--- config.mk ---
export PLATFORM = sky130hd
export DESIGN_NAME = uart_tx_arbiter
export DESIGN_NICKNAME = d
export VERILOG_FILES = /design/src/rtl/uart_pkg.sv /design/src/rtl/rr_priority_select.sv /design/src/rtl/uart_tx_arbiter.sv
export SDC_FILE = /design/constraint.sdc
export NUM_CORES = 1
export LEC_CHECK = 0
export ABC_AREA = 0
export CAP_MARGIN = 20
export CORE_UTILIZATION = 42
export CTS_CLUSTER_DIAMETER = 40
export DETAILED_ROUTE_END_ITERATION = 7
export GPL_ROUTABILITY_DRIVEN = 0
export HOLD_SLACK_MARGIN = 0.06
export PLACE_DENSITY = 0.83
export SLEW_MARGIN = 20
export SYNTH_ARGS = -nofsm -noshare
export SYNTH_HDL_FRONTEND = slang
export SYNTH_SLANG_ARGS = --single-unit
export TNS_END_PERCENT = 30
--- constraint.sdc ---
create_clock -name sysclk -period 3.86 [get_ports sysclk]
set_input_delay 0.965 -clock sysclk [delete_from_list [all_inputs] [get_ports sysclk]]
set_output_delay 0.965 -clock sysclk [all_outputs]
set_load 0.1 [all_outputs]
--- src/rtl/uart_pkg.sv ---
// Shared UART definitions: default data width, arbiter FSM encoding and the
// WAIT_BUSY timeout used by uart_tx_arbiter. Imported by uart_rx/uart_tx too.
package uart_pkg;

    // Default UART data word width, common to rx, tx and the arbiter.
    localparam int unsigned UART_DATA_BITS = 8;

    // Cycles spent in WAIT_BUSY without tx_busy before the frame is written off.
    localparam int unsigned WAIT_BUSY_TIMEOUT = 4;

    typedef enum logic [1:0] {
        IDLE      = 2'd0,
        ISSUE     = 2'd1,
        WAIT_BUSY = 2'd2,
        WAIT_DONE = 2'd3
    } arb_state_t;

endpackage

--- src/rtl/rr_priority_select.sv ---
// Round-robin priority picker: returns the first set request searching from
// i_last+1 upward with wraparound. Purely combinational; the caller owns the
// pointer register.
//   i_req       : request vector
//   i_last      : index granted last time (lowest priority this round)
//   o_sel_c     : selected index (holds i_last when nothing is requested)
//   o_any_req_c : at least one request is set
module rr_priority_select #(
    parameter int unsigned NUM_REQ     = 4,
    parameter int unsigned REQ_ID_BITS = 2
) (
    input  logic [NUM_REQ-1:0]     i_req,
    input  logic [REQ_ID_BITS-1:0] i_last,
    output logic [REQ_ID_BITS-1:0] o_sel_c,
    output logic                   o_any_req_c
);

    logic                   w_found_hi;
    logic                   w_found_lo;
    logic [REQ_ID_BITS-1:0] w_sel_hi;
    logic [REQ_ID_BITS-1:0] w_sel_lo;

    // Two scans: first set bit above i_last, else first set bit overall (wrap).
    always_comb begin
        w_found_hi = 1'b0;
        w_found_lo = 1'b0;
        w_sel_hi   = '0;
        w_sel_lo   = '0;
        for (int unsigned i = 0; i < NUM_REQ; i++) begin
            if (i_req[i]) begin
                if (!w_found_hi && (REQ_ID_BITS'(i) > i_last)) begin
                    w_sel_hi   = REQ_ID_BITS'(i);
                    w_found_hi = 1'b1;
                end
                if (!w_found_lo) begin
                    w_sel_lo   = REQ_ID_BITS'(i);
                    w_found_lo = 1'b1;
                end
            end
        end
        o_any_req_c = w_found_lo;
        if (w_found_hi) begin
            o_sel_c = w_sel_hi;
        end else if (w_found_lo) begin
            o_sel_c = w_sel_lo;
        end else begin
            o_sel_c = i_last;
        end
    end

endmodule

--- src/rtl/uart_tx_arbiter.sv ---
// Round-robin arbiter sharing one uart_tx between NUM_REQ byte requesters.
// Grants in IDLE, acks the requester, pulses tx_start, then waits for the
// transmitter frame (tx_busy) to finish before the next grant.
// Optional macro UART_ARB_LOCK_EN adds req_lock: a locked, valid requester
// that holds the current grant is re-granted ahead of the round-robin order.
//   sysclk    : clock, all logic on rising edge
//   rst       : synchronous active-high reset
//   req_valid : per-requester byte pending
//   req_data  : requester i byte at [i*data_bits +: data_bits]
//   req_lock  : (UART_ARB_LOCK_EN only) burst lock per requester
//   req_ack   : one-cycle accept pulse per requester
//   tx_start  : one-cycle frame start to the transmitter
//   tx_data   : byte to transmit, held until the next grant
//   tx_busy   : transmitter frame in progress
//   grant_id  : current/last granted requester
//   arb_busy  : arbiter not in IDLE
module uart_tx_arbiter
    import uart_pkg::*;
#(
    parameter int unsigned NUM_REQ     = 4,
    parameter int unsigned data_bits   = UART_DATA_BITS,
    parameter int unsigned REQ_ID_BITS = 2
) (
    input  logic                         sysclk,
    input  logic                         rst,
    input  logic [NUM_REQ-1:0]           req_valid,
    input  logic [NUM_REQ*data_bits-1:0] req_data,
`ifdef UART_ARB_LOCK_EN
    input  logic [NUM_REQ-1:0]           req_lock,
`endif
    output logic [NUM_REQ-1:0]           req_ack,
    output logic                         tx_start,
    output logic [data_bits-1:0]         tx_data,
    input  logic                         tx_busy,
    output logic [REQ_ID_BITS-1:0]       grant_id,
    output logic                         arb_busy
);

    localparam int unsigned TO_W = $clog2(WAIT_BUSY_TIMEOUT);

    arb_state_t             r_state;
    arb_state_t             w_state_nxt;
    logic [REQ_ID_BITS-1:0] r_last;
    logic [REQ_ID_BITS-1:0] w_last_nxt;
    logic [TO_W-1:0]        r_wait_cnt;
    logic [TO_W-1:0]        w_wait_cnt_nxt;
    logic [NUM_REQ-1:0]     r_req_ack;
    logic [NUM_REQ-1:0]     w_req_ack_nxt;
    logic                   r_tx_start;
    logic                   w_tx_start_nxt;
    logic [data_bits-1:0]   r_tx_data;
    logic [data_bits-1:0]   w_tx_data_nxt;
    logic [REQ_ID_BITS-1:0] r_grant_id;
    logic [REQ_ID_BITS-1:0] w_grant_id_nxt;
    logic                   r_arb_busy;

    logic [REQ_ID_BITS-1:0] w_rr_sel;
    logic                   w_any_req;
    logic [REQ_ID_BITS-1:0] w_pick;
    logic [data_bits-1:0]   w_pick_data;

    rr_priority_select #(
        .NUM_REQ     (NUM_REQ),
        .REQ_ID_BITS (REQ_ID_BITS)
    ) u_rr_sel (
        .i_req       (req_valid),
        .i_last      (r_last),
        .o_sel_c     (w_rr_sel),
        .o_any_req_c (w_any_req)
    );

`ifdef UART_ARB_LOCK_EN
    logic w_lock_hit;

    // Current holder keeps the grant while it is both locked and valid.
    always_comb begin
        w_lock_hit = 1'b0;
        for (int unsigned i = 0; i < NUM_REQ; i++) begin
            if (REQ_ID_BITS'(i) == r_grant_id) begin
                w_lock_hit = req_lock[i] & req_valid[i];
            end
        end
        w_pick = w_lock_hit ? r_grant_id : w_rr_sel;
    end
`else
    assign w_pick = w_rr_sel;
`endif

    // Byte of the picked requester.
    always_comb begin
        w_pick_data = '0;
        for (int unsigned i = 0; i < NUM_REQ; i++) begin
            if (REQ_ID_BITS'(i) == w_pick) begin
                w_pick_data = req_data[i*data_bits +: data_bits];
            end
        end
    end

    // Next-state and next-output logic.
    always_comb begin
        w_state_nxt    = r_state;
        w_last_nxt     = r_last;
        w_wait_cnt_nxt = r_wait_cnt;
        w_req_ack_nxt  = '0;
        w_tx_start_nxt = 1'b0;
        w_tx_data_nxt  = r_tx_data;
        w_grant_id_nxt = r_grant_id;
        unique case (r_state)
            IDLE: begin
                if (w_any_req) begin
                    w_grant_id_nxt = w_pick;
                    w_tx_data_nxt  = w_pick_data;
                    w_last_nxt     = w_pick;
                    for (int unsigned i = 0; i < NUM_REQ; i++) begin
                        w_req_ack_nxt[i] = (REQ_ID_BITS'(i) == w_pick);
                    end
                    w_state_nxt = ISSUE;
                end
            end
            ISSUE: begin
                w_tx_start_nxt = 1'b1;
                w_wait_cnt_nxt = '0;
                w_state_nxt    = WAIT_BUSY;
            end
            WAIT_BUSY: begin
                // A transmitter that never answers must not hang the arbiter.
                if (tx_busy) begin
                    w_state_nxt = WAIT_DONE;
                end else if (r_wait_cnt == TO_W'(WAIT_BUSY_TIMEOUT - 1)) begin
                    w_state_nxt = IDLE;
                end else begin
                    w_wait_cnt_nxt = r_wait_cnt + TO_W'(1);
                end
            end
            WAIT_DONE: begin
                if (!tx_busy) begin
                    w_state_nxt = IDLE;
                end
            end
            default: begin
                w_state_nxt = IDLE;
            end
        endcase
    end

    // State and output registers.
    always_ff @(posedge sysclk) begin
        if (rst) begin
            r_state    <= IDLE;
            r_last     <= REQ_ID_BITS'(NUM_REQ - 1);
            r_wait_cnt <= '0;
            r_req_ack  <= '0;
            r_tx_start <= 1'b0;
            r_tx_data  <= '0;
            r_grant_id <= '0;
            r_arb_busy <= 1'b0;
        end else begin
            r_state    <= w_state_nxt;
            r_last     <= w_last_nxt;
            r_wait_cnt <= w_wait_cnt_nxt;
            r_req_ack  <= w_req_ack_nxt;
            r_tx_start <= w_tx_start_nxt;
            r_tx_data  <= w_tx_data_nxt;
            r_grant_id <= w_grant_id_nxt;
            r_arb_busy <= (w_state_nxt != IDLE);
        end
    end

    assign req_ack  = r_req_ack;
    assign tx_start = r_tx_start;
    assign tx_data  = r_tx_data;
    assign grant_id = r_grant_id;
    assign arb_busy = r_arb_busy;

endmodule

# Word level (Yosys, flattened, before mapping)
# Cells that the tools add are included.
# word_totals
register_bits,22
out_inout_bits,16
input_bits,39
elab_cells,76
# op_classes
eq_ne,9
mux,39
n_lt_le_gt_ge,4
n_reduce_logical,13
addsub,1
bitwise,2
# ops
op,n
2-to-1 mux 2 bit,18
2-to-1 mux 8 bit,4
2-to-1 mux 1 bit,15
one-hot mux 2 bit (4 select lines),1
equality test 2 bit (second input constant),3
equality test 2 bit (first input constant),2
> comparator 1 x 2 -> 1 bit (first input constant),2
> comparator 2 bit (first input constant),2
zero test 2 bit,2
!= test 2 bit (second input constant),2
one-hot mux 2 bit (2 select lines),1
nonzero test 2 bit,2
logical AND 1 bit,3
zero test 1 bit,3
AND reduction 3 bit,1
OR reduction 3 bit,1
adder 2 x 1 -> 2 bit (second input constant),1
equality test 1 x 2 -> 1 bit (first input constant),1
equality test 2 x 1 -> 1 bit (second input constant),1
NOT 1 bit,2
AND reduction 2 bit,1

# Depth between registers and ports, before layout
# logic_depth
ltp_word,21
ltp_mapped,6
ltp_nobuf,5

# Modules after synthesis
# A second synthesis with hierarchy kept.
# unflattened
hier_cells,113
hier_area_um2,1111.1
# by_module_without_submodules
mod,n_inst,cells_each,area_each_um2,seq_area_each_um2
uart_tx_arbiter,1,99,1028.5,440.4
rr_priority_select,1,14,82.6,0.0

# Worst setup path after synthesis
# No wires, ideal clock.
# synth_path
path_type,input -> register
startpoint,input rst
endpoint,"register r_tx_data[7], in the netlist tx_data[7]"
setup_ps,79
path_stages,5
n_path_buf,2
required_ps,3781
arrival_ps,2191
path_slack_ps,1590
cell_sequence,clkbuf_1 > or3_1 > or4_1 > buf_6 > o221ai_2
# synth_lines
item,line,text
from (decl),uart_tx_arbiter.sv:25,"input logic rst,"
to (signal assigned),uart_tx_arbiter.sv:163,r_tx_data <= w_tx_data_nxt;
to (decl),uart_tx_arbiter.sv:51,logic [data_bits-1:0] r_tx_data;

# Worst setup path after layout
# layout_path
startpoint,"register r_tx_data[4], in the netlist tx_data[4]"
endpoint,output tx_data[4]
# layout_lines
item,line,text
to (decl),uart_tx_arbiter.sv:33,"output logic [data_bits-1:0] tx_data,"
# No word-level cell between the ends.

==> results.tsv <==
stage	metric	value	unit
run_status	status	finished, final reports clean	
critical_path	crit_start	tx_data[4]	
yosys	syn_nets	153	
yosys	yosysWarningCount	0	
timing	setup_tns	0	ns
finish	fin_nets	208	
critical_path	start_kind	flip-flop	
critical_path	regToRegSetupSlack	1.88	ns
power	leakage	0.677	nW
critical_path	cp_max_fo	2	
global_routing	antenna_found_initial	0	
yosys	synthCells	113	
timing	max_freq	358	MHz
yosys	yosys.area.top_type_share	0.400	
finish	syn_to_final_growth	55.8	%
floorplanning	die_h	53.2	um
clock_network	worst_skew_pair.late_latency	0.31	ns
clock_network	htree_levels	1	
min_path	hp-class	flip-flop to flip-flop	
global_routing	grt_overflow	0	
route	drtAntennaViolNets	0	
route	drcViolationCount	0	
timing	worst_pin_slew	0.977	ns
timing	rsz0062_at_grt	false	
floorplanning	die_x	53.2	um
power	power_frac_clock	0.187	
route	routed_wl	2850	um
route	routedWlPerCell	14.4	um
clock_network	cts_buffers	3	
yosys	synth_commonest_cells	dfxtp_1 (22), mux2i_1 (17), nand2_1 (13), nor2_1 (13), o221ai_2 (8)	
floorplanning	start_util	0.445	
min_path	worstHoldStart	grant_id[1]	
critical_path	cp_top_family	buffers and inverters	
timing	hold_viol_final	0	
yosys	syn_area	1100	um2
clock_network	postCtsResizedCells	0	
timing	layout_setup_ws	1.07	ns
route	firstDrtPassIters	4	
global_routing	grt_usage	0.210	
power	power.density	554	nW/um2
yosys	async_reset_ff_frac	0	
floorplanning	ios	55	
route	viasPerCell	5.38	
global_routing	grt_pass1_vias	1029	
floorplanning	core.rowCount	18	
placement	post_dp_cell_area	1670	um2
timing	fin_crit	2.79	ns
min_path	hold_depth	2	
critical_path	required	2.89	ns
power	max-vdd-ir-drop	0.000366	V
critical_path	r2r_start	r_state[0]	
route	vias	1059	
critical_path	critical_path_buf_inv_count	1	
clock_network	clk_pin_slew	0.13	ns
yosys	synth_flop_cell	dfxtp_1	
clock_network	clk_path_buf_depth	2	
yosys	yosysMostFrequentCell	dfxtp_1	
timing	fin_hold_ws	0.473	ns
yosys	ys_seq_elements	22	
power	switching_share	0.449	
clock_network	cts_num_sinks	22	
floorplanning	dieArea	2830	um2
finish	num_antenna_cells	0	
power	p_switching	0.000427	W
critical_path	reg2reg_to	tx_data[7]	
finish	final_area	1720	um2
floorplanning	core	2480	um2
power	seq_power_share	0.306	
timing	final_max_slew_viol_count	0	
critical_path	worstPathArrival	1.83	ns
power	p_int	0.000524	W
critical_path	crit_slowest_cell	clkdlybuf4s50_1	
yosys	synth.distinct_cells	30	
placement	dp_hpwl	2190	um
critical_path	crit_path_max_incr_delay	1.15	ns
placement	dp_slack	0.906	ns
timing	fin_crit_sh	0.723	
timing	setup_viol	0	
job	max_cap_violations	0	
finish	drive_gt1_frac	0.0958	
yosys	synth_area_per_cell	9.75	um2
placement	portBuffers	54	
yosys	synth_edf_count	0	
power	comb_power_share	0.507	
route	drt_iter0_markers	18	
clock_network	cts_root_buffer	clkbuf_4	
yosys	synth_top_cell_by_area	dfxtp_1	
critical_path	critPathCaptureType	output pin	
clock_network	holdBufCountCts	0	
timing	slew_headroom	0.347	
global_routing	grt_pass1_wl	4370	um
clock_network	cts_setup_buffers	0	
critical_path	r2r_cells	4	
critical_path	path_class	flip-flop to output pin	
min_path	hold_end	grant_id[1]	
timing	worst_clock_skew	0.00539	ns
yosys	ys_seq_area_frac	0.400	
critical_path	crit_path_cell_trace	clkdlybuf4s50_1	
clock_network	cts_tree	yes	
yosys	netlist_top_cells_area	dfxtp_1 (40%), mux2i_1 (15%), o221ai_2 (11%)	
global_routing	grt_max_degree	20	
==> power groups by stage <==
stage                     Combinational, W  Clock [W]  Sequential [W]
after global routing              0.000505   0.000193        0.000295
after global placement            0.000474          0        0.000293
after CTS                         0.000484   0.000179        0.000291
after detailed placement          0.000483          0        0.000295
after floorplan                   0.000151          0        0.000500
final                             0.000482   0.000178        0.000291
==> state kept, by name, indices dropped and copies added, names as in the netlist <==
name,count
r_wait_cnt,2
r_last,2
tx_start,1
r_state,2
tx_data,8
grant_id,2
arb_busy,1
req_ack,4
==> per-layer routing <==
layer / global-route usage / wire length (um)
met2: 0.392 / 1340
met3: 0.0374 / 245
met1: 0.241 / 1240
met4: 0.0526 / 22
met5: 0 / 0
==> layout by cell type, fill, tap and decap left out <==
master / n
dfxtp_1: 22
ha_1: 1
and2b_1: 1
bufinv_16: 1
a21o_1: 2
clkdlybuf4s50_1: 54
nor4_1: 3
or2b_1: 1
or3_1: 1
nor3_1: 2
nor3b_1: 1
nand2b_1: 2
nand2_1: 13
o221ai_2: 8
o21a_1: 1
nor2_1: 13
o21ai_1: 1
nand3b_1: 1
buf_4: 1
a22oi_1: 2
a31oi_2: 1
or4_1: 1
or2_1: 2
a21oi_1: 6
o21ai_0: 1
or2_4: 1
mux2i_1: 17
o311ai_4: 1
clkbuf_4: 3
a22o_1: 1
inv_1: 2
==> cell type report <==
type | instances | area (um2)
inverters | 2 | 7.51
multi-input cells | 84 | 632
clock buffers | 3 | 22.5
well taps | 30 | 37.5
flip-flops and latches | 22 | 440
clock inverters | 1 | 30.0
fillers | 196 | 759
repair buffers | 55 | 548
==> tightest hold or removal path: cells and delay by family (launching register included) <==
family          cells  cell delay (ns)
simple gates        1             0.05
flops               1             0.34
compound gates      1             0.05
==> stage by stage <==
stage | utilization | power (W) | std cells
after global placement | 0.672 | 0.000767 | 193
after global routing | 0.693 | 0.000994 | 197
after floorplan | - | 0.000651 | 113
after CTS | 0.693 | 0.000954 | 197
final | 0.693 | 0.000951 | 197
after detailed placement | 0.672 | 0.000779 | 193
==> cell families after synthesis <==
group           Yosys count  share of synthesized area
simple gates             42                      0.185
compound gates           24                      0.217
flops                    22                      0.400
mux                      17                      0.154
buf+inv                   7                     0.0329
fa+ha+maj                 1                     0.0113
==> worst max-delay path by stage <==
stage,depth (start not counted),slack [ns],end
global route,1,1.02,tx_data[0]
finish,1,1.07,tx_data[4]
global placement,4,0.98,tx_data[7]
floorplan,5,1.59,tx_data[7]
CTS,1,1.06,tx_data[0]
detailed placement,4,0.91,tx_data[2]
Note: power is estimated with default switching activity, not from simulation.
